File: src/rtl/mem_arbiter.sv
// Serialises IF fetches and id_exe loads/stores onto one SRAM port; data requests win.
// Access takes ACCESS_CYCLES cycles, ack registered one cycle later; hold stalls the pipeline.
module mem_arbiter #(
    parameter int ACCESS_CYCLES = 2
) (
    input  logic        clk,
    input  logic        rst,
    input  logic        if_req,
    input  logic [15:0] if_addr,
    output logic [15:0] if_rdata,
    output logic        if_ack,
    input  logic        mem_read,
    input  logic        mem_write,
    input  logic [15:0] mem_addr,
    input  logic [15:0] mem_wdata,
    output logic [15:0] mem_rdata,
    output logic        mem_ack,
    input  logic        flush,
    output logic        hold,
    output logic [15:0] ram_addr,
    output logic [15:0] ram_dout,
    output logic        ram_doe,
    input  logic [15:0] ram_din,
    output logic        ram_en_n,
    output logic        ram_oe_n,
    output logic        ram_we_n
);

    typedef enum logic [1:0] {
        IDLE   = 2'd0,
        IF_RD  = 2'd1,
        MEM_RD = 2'd2,
        MEM_WR = 2'd3
    } state_t;

    localparam logic [15:0] LAST = 16'(ACCESS_CYCLES - 1);

    state_t      state;
    state_t      state_nxt;
    logic [15:0] cnt;
    logic        served_mem;
    logic        served_if;
    logic        if_flushed;
    logic        mem_pend;
    logic        if_pend;
    logic        in_access;
    logic        last;

    assign mem_pend  = (mem_read | mem_write) & ~served_mem;
    assign if_pend   = if_req & ~served_if & ~flush;
    assign in_access = (state != IDLE);
    assign last      = in_access && (cnt == LAST);
    assign hold      = mem_pend | if_pend | in_access;

    always_ff @(posedge clk or negedge rst) begin
        if (!rst) begin
            state <= IDLE;
        end else begin
            state <= state_nxt;
        end
    end

    // Strobes decode straight from the state register so reset forces them high at once.
    always_comb begin
        state_nxt = state;
        ram_en_n  = 1'b1;
        ram_oe_n  = 1'b1;
        ram_we_n  = 1'b1;
        ram_doe   = 1'b0;
        case (state)
            IDLE: begin
                if (mem_pend && mem_write) begin
                    state_nxt = MEM_WR;
                end else if (mem_pend) begin
                    state_nxt = MEM_RD;
                end else if (if_pend) begin
                    state_nxt = IF_RD;
                end
            end
            IF_RD, MEM_RD: begin
                ram_en_n = 1'b0;
                ram_oe_n = 1'b0;
                if (last) begin
                    state_nxt = IDLE;
                end
            end
            MEM_WR: begin
                ram_en_n = 1'b0;
                ram_doe  = 1'b1;
                // Release the write strobe one cycle early so address/data hold past it.
                ram_we_n = (cnt >= LAST);
                if (last) begin
                    state_nxt = IDLE;
                end
            end
            default: begin
                state_nxt = IDLE;
            end
        endcase
    end

    always_ff @(posedge clk or negedge rst) begin
        if (!rst) begin
            cnt        <= '0;
            ram_addr   <= '0;
            ram_dout   <= '0;
            if_rdata   <= '0;
            mem_rdata  <= '0;
            if_ack     <= 1'b0;
            mem_ack    <= 1'b0;
            served_mem <= 1'b0;
            served_if  <= 1'b0;
            if_flushed <= 1'b0;
        end else begin
            if_ack  <= 1'b0;
            mem_ack <= 1'b0;
            if (!hold || flush) begin
                served_mem <= 1'b0;
                served_if  <= 1'b0;
            end
            if (state == IDLE) begin
                cnt        <= '0;
                if_flushed <= 1'b0;
                if (state_nxt == MEM_WR) begin
                    ram_addr <= mem_addr;
                    ram_dout <= mem_wdata;
                end else if (state_nxt == MEM_RD) begin
                    ram_addr <= mem_addr;
                end else if (state_nxt == IF_RD) begin
                    ram_addr <= if_addr;
                end
            end else begin
                cnt <= cnt + 16'd1;
                if (flush) begin
                    if_flushed <= 1'b1;
                end
                // Completion sets its served flag after the flush clear above, so it wins.
                if (last) begin
                    if (state == IF_RD) begin
                        if (!(if_flushed || flush)) begin
                            if_rdata  <= ram_din;
                            served_if <= 1'b1;
                            if_ack    <= 1'b1;
                        end
                    end else begin
                        if (state == MEM_RD) begin
                            mem_rdata <= ram_din;
                        end
                        served_mem <= 1'b1;
                        mem_ack    <= 1'b1;
                    end
                end
            end
        end
    end

endmodule
File: config.mk
export PLATFORM = sky130hd
export DESIGN_NAME = mem_arbiter
export DESIGN_NICKNAME = d
export VERILOG_FILES = /design/src/rtl/mem_arbiter.sv
export SDC_FILE = /design/constraint.sdc
export NUM_CORES = 1
export LEC_CHECK = 0
export ABC_CLOCK_PERIOD_IN_PS = 4400
export CAP_MARGIN = 5
export CELL_PAD_IN_SITES_DETAIL_PLACEMENT = 1
export CELL_PAD_IN_SITES_GLOBAL_PLACEMENT = 2
export CORE_UTILIZATION = 30
export CTS_BUF_LIST = sky130_fd_sc_hd__clkbuf_16
export CTS_CLUSTER_SIZE = 40
export DETAILED_ROUTE_END_ITERATION = 8
export GPL_TIMING_DRIVEN = 0
export HOLD_SLACK_MARGIN = 0.08
export PLACE_DENSITY_LB_ADDON = 0.2
export SKIP_CTS_REPAIR_TIMING = 1
export SYNTH_ARGS = -nofsm -noshare
export SYNTH_HDL_FRONTEND = slang
export SYNTH_SLANG_ARGS = --single-unit
File: constraint.sdc
create_clock -name clk -period 4.4 [get_ports clk]
set_input_delay 0.44 -clock clk [delete_from_list [all_inputs] [get_ports clk]]
set_output_delay 0.44 -clock clk [all_outputs]
set_load 0.01 [all_outputs]
==> results of run 1 <==
per-layer routing:
metal  GRT usage (%)  vias to the layer above  part of all wire, %
met2            24.0                       85                   47
met3            7.01                       10                  9.3
met1            18.1                     1433                   42
met5               0                        -                    0
met4            6.67                        0                  1.6
li1                -                     1361                    -
power by group:
group	internal [W]	switching, W	total, W	leakage (nW)
Combinational	0.00113	0.000821	0.00195	1.33
Sequential	0.00114	0.000197	0.00133	1.08
Clock	0.000382	0.000322	0.000704	0.127
registers in the layout (all words and copies together) (netlist names):
| register | flops |
|---|---|
| cnt | 16 |
| mem_ack | 1 |
| if_rdata | 16 |
| ram_addr | 16 |
| state | 2 |
| served_mem | 1 |
| if_ack | 1 |
| ram_dout | 16 |
| if_flushed | 1 |
| served_if | 1 |
| mem_rdata | 16 |
through the flow:
| step | hold WS [ns] | std cells | TNS (ns) |
|---|---|---|---|
| finish | 0.498 | 636 | 0 |
| global route | 0.529 | 636 | 0 |
| CTS | 0.00477 | 635 | 0 |
| detailed placement | 0.385 | 619 | 0 |
| global placement | 0.466 | 618 | -40.51 |
| floorplan | 0.144 | 306 | 0 |
final timing paths:
| path | slack (ns) | depth (start not counted) | end | start |
|---|---|---|---|---|
| worst max-delay path | 1.19 | 6 | hold | state[1] |
| worst min-delay path | 0.50 | 2 | if_flushed | if_flushed |
| worst max register to register | 1.82 | 9 | mem_rdata[9] | state[0] |
| worst min register to register | 0.50 | 2 | if_flushed | if_flushed |
| max in group asynchronous | 3.19 | 3 | ram_dout[5] | rst |
| min in group asynchronous | 0.56 | 2 | cnt[6] | rst |
worst max-delay path, delay by kind of cell, from the launching register on:
kind / cells / cell delay [ns]
AND/OR/NAND/NOR: 1 / 0.10
buffers and inverters: 4 / 1.56
flip-flops: 1 / 0.44
adder cells (fa/ha/maj): 1 / 0.33
cells in the mapped netlist (4+ instances only):
cell                        n  share of area, %
sky130_fd_sc_hd__mux2_4    18               6.9
sky130_fd_sc_hd__clkbuf_1   6              0.58
sky130_fd_sc_hd__nor2_1    37               3.6
sky130_fd_sc_hd__dfrtp_1   87                56
sky130_fd_sc_hd__ha_1       8               2.6
sky130_fd_sc_hd__nand3_1    8               1.0
sky130_fd_sc_hd__inv_1     10              0.96
sky130_fd_sc_hd__mux2i_1   16               4.1
sky130_fd_sc_hd__or3_1      4              0.64
sky130_fd_sc_hd__nand2_1   10              0.96
sky130_fd_sc_hd__xor2_1     5               1.1
sky130_fd_sc_hd__a21oi_1   19               2.4
sky130_fd_sc_hd__xnor2_1    7               1.6
sky130_fd_sc_hd__mux2_2    30               8.6
layout make-up:
cell class	count	area [um2]	area share (%)
clock inverter	7	47.5	0.815
sequential	87	2180	37.3
tap	172	215	3.69
multi-input combinational	196	1580	27.0
buffer	13	120	2.06
clock buffer	9	225	3.86
inverter	10	37.5	0.643
timing repair buffer	142	1440	24.6
cells by family (layout without fill, tap and decap cells):
group | after synthesis | after routing
buffers and inverters | 23 | 181
xor gates and xnor gates | 12 | 12
AOI/OAI and AO/OA | 34 | 34
DFF | 87 | 87
muxes | 64 | 64
adders and majority gates | 8 | 8
and+or+nand+nor | 78 | 78
==> summary.md, run 1 <==
| Metric | Value |
|---|---|
| CTS tree | `built` |
| Compound-cell area share of the yosys netlist | `5.50%` |
| Area of the die | `0.0135 mm2` |
| # H-tree levels | `3` |
| Util after Layout | `46.0%` |
| Setup slack of the critical path after layout | `1.19 ns` |
| Required time of the critical path | `3.96 ns` |
| Mux contribution to synthesized area | `19.6%` |
| Final hold viol count | `0` |
| Clock sink count | `87` |
| Setup repair after global routing missed its margin | `false` |
| Fraction of synthesized cell area in xor and xnor cells | `2.69%` |
| # fillers | `1,378` |
| Area growth syn-to-layout | `49.2%` |
| Series of cell instances along the critical path | `inv_1 -> ha_1 -> clkbuf_1 -> clkbuf_1 -> nand2_1 -> clkdlybuf4s50_1` |
| Max stage delay cell, worst path | `sky130_fd_sc_hd__clkdlybuf4s50_1` |
| Wire length of the first global-routing pass | `15,500 um` |
| Main combinational cell family by area after synthesis | `multiplexers` |
| Post-DRT Antenna Nets | `0` |
| Antenna violations before repair | `0` |
| Worst-skew pair later-pin latency | `0.35 ns` |
| Maximum frequency from static timing analysis | `311 MHz` |
| Cell Area, Placed | `0.00555 mm2` |
| Crit path DAT | `2.77 ns` |
| DPL Wire Length | `7260 um` |
| Startpoint kind of the worst setup timing path | `register` |
| Detail-routed net length per standard cell | `15.1 um` |
| Number of I/O port buffers | `140` |
| Number of warning messages in the yosys log | `0` |
| Synth Register Bits | `87` |
| Area of the core region | `0.0127 mm2` |
| Via density per instance | `4.54` |
| Total number of vias | `2,889` |
| Syn Nets | `384` |
| Maximum fanout along the worst path | `10` |
| Number of instances in the synthesized netlist | `306` |
| Final cell area excluding filler cells | `0.00583 mm2` |
| Type of the worst setup path | `reg -> out` |
| Count of max-cap constraint violations | `0` |
| Share of synthesized cell area in full adder, half adder and majority cells | `2.56%` |
| Vias in the first global route | `3,079` |
| Pin count of the biggest net entering global routing | `65` |
| Part of the cycle the worst path needs | `73.0%` |
| Most used DFF post-synth | `sky130_fd_sc_hd__dfrtp_1` |
| Number of ports placed on the die boundary | `141` |
| RePlAce Congestion | `0.696` |
| Final total power | `0.00399 W` |
| Initial core utilization | `30.9%` |
| Post-synthesis instance area | `0.00391 mm2` |
| Area share of and/or/nand/nor cells after synthesis | `9.89%` |
| Post-route clock skew | `0.0136 ns` |
| GRT Resource Usage Total | `15.3%` |
| Final Max Slew Viols | `0` |
| Power density over the cells | `683 mW/mm2` |
| Class of the most critical hold timing path | `reg -> reg` |
| Residual DRC | `0` |
| Cell at the root of the clock tree | `sky130_fd_sc_hd__clkbuf_16` |
| Number of flops mapped to enable cells by yosys | `0` |
| Diodes inserted | `0` |
| Slew at the pin closest to its max-slew limit | `0.659 ns` |
| Number of distinct library cells after synthesis | `40` |
| Final critical delay including setup and external delays | `3.21 ns` |
| Number of setup violations in the final report | `0` |
| Post-Place Worst Slack | `1.47 ns` |
| Highest-count cells in the layout ignoring fill and taps | `sky130_fd_sc_hd__clkdlybuf4s50_1, sky130_fd_sc_hd__dfrtp_1, sky130_fd_sc_hd__nor2_1` |
| Width of the chip | `116 um` |
| Leak pwr | `2.54 nW` |
| Mapped Avg Cell Area | `12.8 um2` |
| Normalized max-slew margin | `55.6%` |
| Drt first-iter violations | `82` |
| Number of standard-cell rows in the floorplan | `41` |
| Bufs on Longest Clock Path | `2` |
| Share of flip-flops with an asynchronous set or reset | `100%` |
| Number of clock buffers inserted by TritonCTS | `9` |
| Outcome | `finished, final reports clean` |
| Number of optimization iterations in the first detailed-route pass | `4` |
| Most common cell after layout, fill and taps aside | `sky130_fd_sc_hd__clkdlybuf4s50_1` |
| CP most frequent cell | `sky130_fd_sc_hd__clkbuf_1` |
| Clock slew seen by the registers of the worst setup and hold paths | `0.06 ns` |
| Sequential cell area fraction in the yosys report | `55.7%` |
| Largest stage delay, worst path | `0.50 ns` |
| Peak supply drop | `0.294 mV` |
| Grt total ovfl | `0` |
| Die Span Y | `116 um` |
| Worst setup EP type | `output port` |
| Routed wire length | `9600 um` |
| Nets | `537` |
| Fraction of layout instances using a drive strength above 1 | `17.0%` |
Note: power is estimated with default switching activity, not from simulation.
==> inputs of run 2 (changes only) <==
- ABC_CLOCK_PERIOD_IN_PS: 4400 -> 3300
- CORE_UTILIZATION: 30 -> 28
- clock period: 4.4 -> 3.3 ns (I/O delays scaled with it)
==> summary.md, run 2 (synthesis results as in run 1) <==
| Metric | Value |
|---|---|
| Peak supply drop | `0.381 mV` |
| Initial core utilization | `29.1%` |
| Number of setup violations in the final report | `0` |
| Final Max Slew Viols | `0` |
| RePlAce Congestion | `0.704` |
| Drt first-iter violations | `102` |
| Power dissipated by switching net loads | `0.00182 W` |
| Setup repair after global routing missed its margin | `false` |
| DPL Wire Length | `7330 um` |
| GRT Resource Usage Total | `14.9%` |
| Crit path DAT | `2.68 ns` |
| Placed Instances | `623` |
| Required time of the critical path | `2.97 ns` |
| Non-filler cells in the finished layout | `639` |
| Series of cell instances along the critical path | `inv_1 -> ha_1 -> clkbuf_1 -> clkbuf_2 -> nand2_1 -> clkdlybuf4s50_1` |
| Final critical delay including setup and external delays | `3.01 ns` |
| Vias in the first global route | `3,126` |
| Switching share of power | `34.0%` |
| Gate power share | `48.9%` |
| Final cell area excluding filler cells | `0.00584 mm2` |
| Worst-skew pair later-pin latency | `0.34 ns` |
| Cell Area, Placed | `0.00556 mm2` |
| Post-route clock skew | `0.00718 ns` |
| Worst setup EP type | `output port` |
| Startpoint kind of the worst setup timing path | `register` |
| Clock slew seen by the registers of the worst setup and hold paths | `0.06 ns` |
| Maximum fanout along the worst path | `10` |
| Antenna violations before repair | `0` |
| Diodes inserted | `0` |
| Type of the worst setup path | `reg -> out` |
| Util after Layout | `43.4%` |
| Residual DRC | `0` |
| Width of the chip | `120 um` |
| Bufs on Longest Clock Path | `2` |
| Number of ports placed on the die boundary | `141` |
| Number of optimization iterations in the first detailed-route pass | `4` |
| Most common cell after layout, fill and taps aside | `sky130_fd_sc_hd__clkdlybuf4s50_1` |
| Area of the die | `0.0144 mm2` |
| Normalized max-slew margin | `61.2%` |
| Sequential standard cell area | `0.00218 mm2` |
| Area of the core region | `0.0135 mm2` |
| Detail-routed net length per standard cell | `15.7 um` |
| Clock share of power | `17.8%` |
| Final hold viol count | `0` |
| Maximum frequency from static timing analysis | `332 MHz` |
| Area growth syn-to-layout | `49.3%` |
| Number of I/O port buffers | `140` |
| Outcome | `finished, final reports clean` |
| Grt total ovfl | `0` |
| Largest stage delay, worst path | `0.49 ns` |
| Nets | `537` |
| Fraction of layout instances using a drive strength above 1 | `17.5%` |
| Wire length of the first global-routing pass | `16,400 um` |
| Cell at the root of the clock tree | `sky130_fd_sc_hd__clkbuf_16` |
| Via density per instance | `4.52` |
| # fillers | `1,492` |
| Max stage delay cell, worst path | `sky130_fd_sc_hd__clkdlybuf4s50_1` |
| Multi-input logic area | `0.00158 mm2` |
| Number of standard-cell rows in the floorplan | `42` |
| Count of max-cap constraint violations | `0` |
| CTS tree | `built` |
| Highest-count cells in the layout ignoring fill and taps | `sky130_fd_sc_hd__clkdlybuf4s50_1, sky130_fd_sc_hd__dfrtp_1, sky130_fd_sc_hd__nor2_1` |
| # H-tree levels | `3` |
| Share of total power in sequential cells | `33.3%` |
| Die Span Y | `120 um` |
| Routed wire length | `10,000 um` |
| Total number of vias | `2,891` |
| Internal Pwr Total | `0.00353 W` |
| Class of the most critical hold timing path | `in -> async` |
| Slew at the pin closest to its max-slew limit | `0.577 ns` |
| Post-DRT Antenna Nets | `0` |
| Pin count of the biggest net entering global routing | `58` |
| Part of the cycle the worst path needs | `91.3%` |
| Worst Hold Slack | `0.469 ns` |
| Number of clock buffers inserted by TritonCTS | `9` |
| Clock sink count | `87` |
| Leak pwr | `2.54 nW` |
| Power density over the cells | `917 mW/mm2` |
[run 2: layout make-up]
cell class                 instances  share of cell area [%]
clock buffer                       9                    3.86
tap                              176                    3.77
sequential                        87                    37.3
inverter                          10                   0.643
multi-input combinational        196                    27.0
clock inverter                     6                   0.793
timing repair buffer             142                    24.6
buffer                            13                    2.08
[run 2: metal layers]
layer	up-vias	share of wire, %	track usage (%)
met5	-	0	0
met4	0	1.9	7.03
met3	12	7.5	5.28
met2	85	47	23.4
met1	1432	43	18.2
li1	1362	-	-
[run 2: final timing paths]
path                       cells after the start  slack (ns)            end       start
max reg2reg                                    9        0.68  mem_rdata[10]    state[0]
min                                            2        0.47         cnt[7]         rst
max                                            6        0.29           hold    state[1]
min in group clk                               2        0.48     if_flushed  if_flushed
max in group asynchronous                      3        2.21    ram_dout[0]         rst
min reg2reg                                    2        0.48     if_flushed  if_flushed
[run 2: per-stage QoR]
stage | setup slack [ns] | power [W] | TNS (ns)
after CTS | 0.00528 | 0.00546 | 0
after floorplan | 1.12 | 0.00315 | 0
after detailed placement | 0.389 | 0.00447 | 0
final | 0.288 | 0.00535 | 0
after global routing | 0.0591 | 0.00572 | 0
after global placement | -1.51 | 0.00441 | -130.86
[run 2: power by group through the flow]
stage / logic [W] / registers, W / clock network [W]
after floorplan: 0.00120 / 0.00195 / 0
after global placement: 0.00263 / 0.00178 / 0
after detailed placement: 0.00268 / 0.00180 / 0
after CTS: 0.00268 / 0.00179 / 0.000994
after global routing: 0.00285 / 0.00185 / 0.00103
final: 0.00262 / 0.00178 / 0.000952
[run 2: critical path: cells and delay by family, from the launching register on]
family / cells / cell delay, ns
flops: 1 / 0.44
simple gates: 1 / 0.12
buf+inv: 4 / 1.46
fa+ha+maj: 1 / 0.31
==> inputs of run 3 (changes only) <==
- ABC_AREA: default -> 1
- CORE_UTILIZATION: 28 -> 26
==> summary.md, run 3 <==
| Metric | Value |
|---|---|
| Outcome | `finished, final reports clean` |
| Largest stage delay, worst path | `0.50 ns` |
| Number of setup violations in the final report | `0` |
| Part of the cycle the worst path needs | `75.5%` |
| Final critical delay including setup and external delays | `2.49 ns` |
| Startpoint kind of the worst setup timing path | `register` |
| Number of clock buffers inserted by TritonCTS | `9` |
| Biggest area contributors in the synthesized netlist | `sky130_fd_sc_hd__dfrtp_1, sky130_fd_sc_hd__nand2_1, sky130_fd_sc_hd__nand3_1, sky130_fd_sc_hd__o21ai_0, sky130_fd_sc_hd__inv_1` |
| Post-route clock skew | `0.00637 ns` |
| Initial core utilization | `26.7%` |
| Syn Nets | `541` |
| Maximum fanout along the worst path | `10` |
| Worst R2R Start | `state[0]` |
| Routed wire length | `12,400 um` |
| Final hold viol count | `0` |
| DPL Wire Length | `9180 um` |
| Crit path launch | `state[0]` |
| Normalized max-slew margin | `63.9%` |
| Maximum frequency from static timing analysis | `401 MHz` |
| Clock sink count | `87` |
| Slew at the pin closest to its max-slew limit | `0.542 ns` |
| Crit path DAT | `2.16 ns` |
| Via density per instance | `4.57` |
| Area growth syn-to-layout | `48.6%` |
| Share of flip-flops with an asynchronous set or reset | `100%` |
| Mapped Avg Cell Area | `8.77 um2` |
| Bufs on Longest Clock Path | `2` |
| Most common library cells after synthesis | `sky130_fd_sc_hd__nand2_1, sky130_fd_sc_hd__dfrtp_1, sky130_fd_sc_hd__nand3_1, sky130_fd_sc_hd__inv_1, sky130_fd_sc_hd__o21ai_0` |
| Antenna violations before repair | `0` |
| Wire length of the first global-routing pass | `20,700 um` |
| Number of cells on the worst reg-to-reg path | `12` |
| Setup_tns | `0 ns` |
| Die Span Y | `127 um` |
| Series of cell instances along the critical path | `inv_1 -> ha_1 -> buf_2 -> nand3_1 -> clkdlybuf4s50_1` |
| Clock slew seen by the registers of the worst setup and hold paths | `0.06 ns` |
| Post-DRT Antenna Nets | `0` |
| Count of max-cap constraint violations | `0` |
| Diodes inserted | `0` |
| Drt first-iter violations | `137` |
| Area of the core region | `0.0152 mm2` |
| GRT Resource Usage Total | `16.5%` |
| Leak pwr | `2.88 nW` |
| Worst setup EP type | `output port` |
| Detail-routed net length per standard cell | `15.3 um` |
| Sequential cell area fraction in the yosys report | `53.6%` |
| RePlAce Congestion | `0.725` |
| Number of instances in the synthesized netlist | `463` |
| Most common cell after layout, fill and taps aside | `sky130_fd_sc_hd__nand2_1` |
| Required time of the critical path | `2.97 ns` |
| Class of the most critical hold timing path | `reg -> reg` |
| Min-delay src | `served_if` |
| Highest-count cells in the layout ignoring fill and taps | `sky130_fd_sc_hd__nand2_1, sky130_fd_sc_hd__clkdlybuf4s50_1, sky130_fd_sc_hd__dfrtp_1` |
| Residual DRC | `0` |
| Max stage delay cell, worst path | `sky130_fd_sc_hd__clkdlybuf4s50_1` |
| Fraction of layout instances using a drive strength above 1 | `8.40%` |
| Most used DFF post-synth | `sky130_fd_sc_hd__dfrtp_1` |
| Multi-input logic area | `0.00161 mm2` |
| Non-filler cells in the finished layout | `807` |
| # fillers | `1,803` |
| Area of the die | `0.0161 mm2` |
| Type of the worst setup path | `reg -> out` |
| Vias in the first global route | `4,026` |
| Number of flops mapped to enable cells by yosys | `0` |
| Cell at the root of the clock tree | `sky130_fd_sc_hd__clkbuf_16` |
| Final Max Slew Viols | `0` |
| Worst Hold Path Cells | `2` |
| CTS tree | `built` |
| Power density over the cells | `929 mW/mm2` |
| Synth Register Bits | `87` |
| # H-tree levels | `3` |
| Worst-skew pair later-pin latency | `0.34 ns` |
| Number of ports placed on the die boundary | `141` |
| Number of warning messages in the yosys log | `0` |
| Placed Instances | `792` |
| Total number of vias | `3,687` |
| Worst Hold Slack | `0.471 ns` |
| Proportion of netlist area held by the largest area contributor | `53.6%` |
| Number of distinct library cells after synthesis | `30` |
| Post-synthesis instance area | `0.00406 mm2` |
| Grt total ovfl | `0` |
| Cell with the most instances after synthesis | `sky130_fd_sc_hd__nand2_1` |
| Number of standard-cell rows in the floorplan | `45` |
| Width of the chip | `127 um` |
| Peak supply drop | `0.327 mV` |
| Cell taking the most area after synthesis | `sky130_fd_sc_hd__dfrtp_1` |
| Number of optimization iterations in the first detailed-route pass | `4` |
| Setup repair after global routing missed its margin | `false` |
| Sequential standard cell area | `0.00218 mm2` |
| Nets | `694` |
| Number of I/O port buffers | `140` |
| Pin count of the biggest net entering global routing | `52` |
[run 3: cell count changes in the layout (fill, tap and decap cells not counted), moves of 16 or more]
cell,change
sky130_fd_sc_hd__inv_1,+29
sky130_fd_sc_hd__nand3_1,+35
sky130_fd_sc_hd__mux2_2,-30
sky130_fd_sc_hd__nand2_1,+137
sky130_fd_sc_hd__mux2i_1,-16
sky130_fd_sc_hd__o21ai_0,+26
sky130_fd_sc_hd__mux2_4,-18
[run 3: cell type report]
cell class / count / share of cell area, %
well taps: 188 / 3.90
flip-flops and latches: 87 / 36.1
inverters: 39 / 2.43
plain buffers: 20 / 2.03
multi-input cells: 317 / 26.7
repair buffers: 142 / 23.8
clock inverters: 5 / 1.27
clock buffers: 9 / 3.73
[run 3: logic make-up after synthesis]
group,count (synthesis),share of synthesized area (%)
buf+inv,59,6.63
xor+xnor,4,0.863
simple gates,256,30.0
fa+ha+maj,8,2.47
flops,87,53.6
compound gates,49,6.41
[run 3: power breakdown]
part / internal (W) / switching [W] / total (W)
sequential: 0.00146 / 0.000235 / 0.00170
clock: 0.000651 / 0.000415 / 0.00107
combinational: 0.00126 / 0.00158 / 0.00284
total: 0.00338 / 0.00223 / 0.00561
[run 3: final timing paths]
| check | endpoint | slack (ns) |
|---|---|---|
| max | hold | 0.81 |
| min | served_if | 0.47 |
| max reg2reg | ram_addr[13] | 1.07 |
| min reg2reg | served_if | 0.47 |
| max in group asynchronous | ram_addr[1] | 2.14 |
| min in group asynchronous | cnt[2] | 0.51 |
[run 3: metal layers]
metal / vias to the layer above / track usage [%] / wire length [um]
li1: 1790 / - / -
met1: 1806 / 21.1 / 5650
met2: 81 / 27.2 / 5950
met3: 10 / 4.43 / 642
met4: 0 / 5.32 / 146
met5: - / 0 / 0
[run 3: worst max-delay path, delay by kind of cell, from the launching register on]
family | cells | cell delay (ns)
adder cells (fa/ha/maj) | 1 | 0.20
buffers and inverters | 3 | 1.03
flip-flops | 1 | 0.41
AND/OR/NAND/NOR | 1 | 0.17
[run 3: through the flow]
stage	area (um2)	worst slack [ns]	power, W	util (%)
after floorplan	4060	1.52	0.00326	-
after global placement	5700	-1.56	0.00452	37.5
after detailed placement	5720	1.06	0.00460	37.6
after CTS	6020	0.752	0.00571	39.6
after global routing	6030	0.686	0.00607	39.7
final	6030	0.808	0.00561	39.7
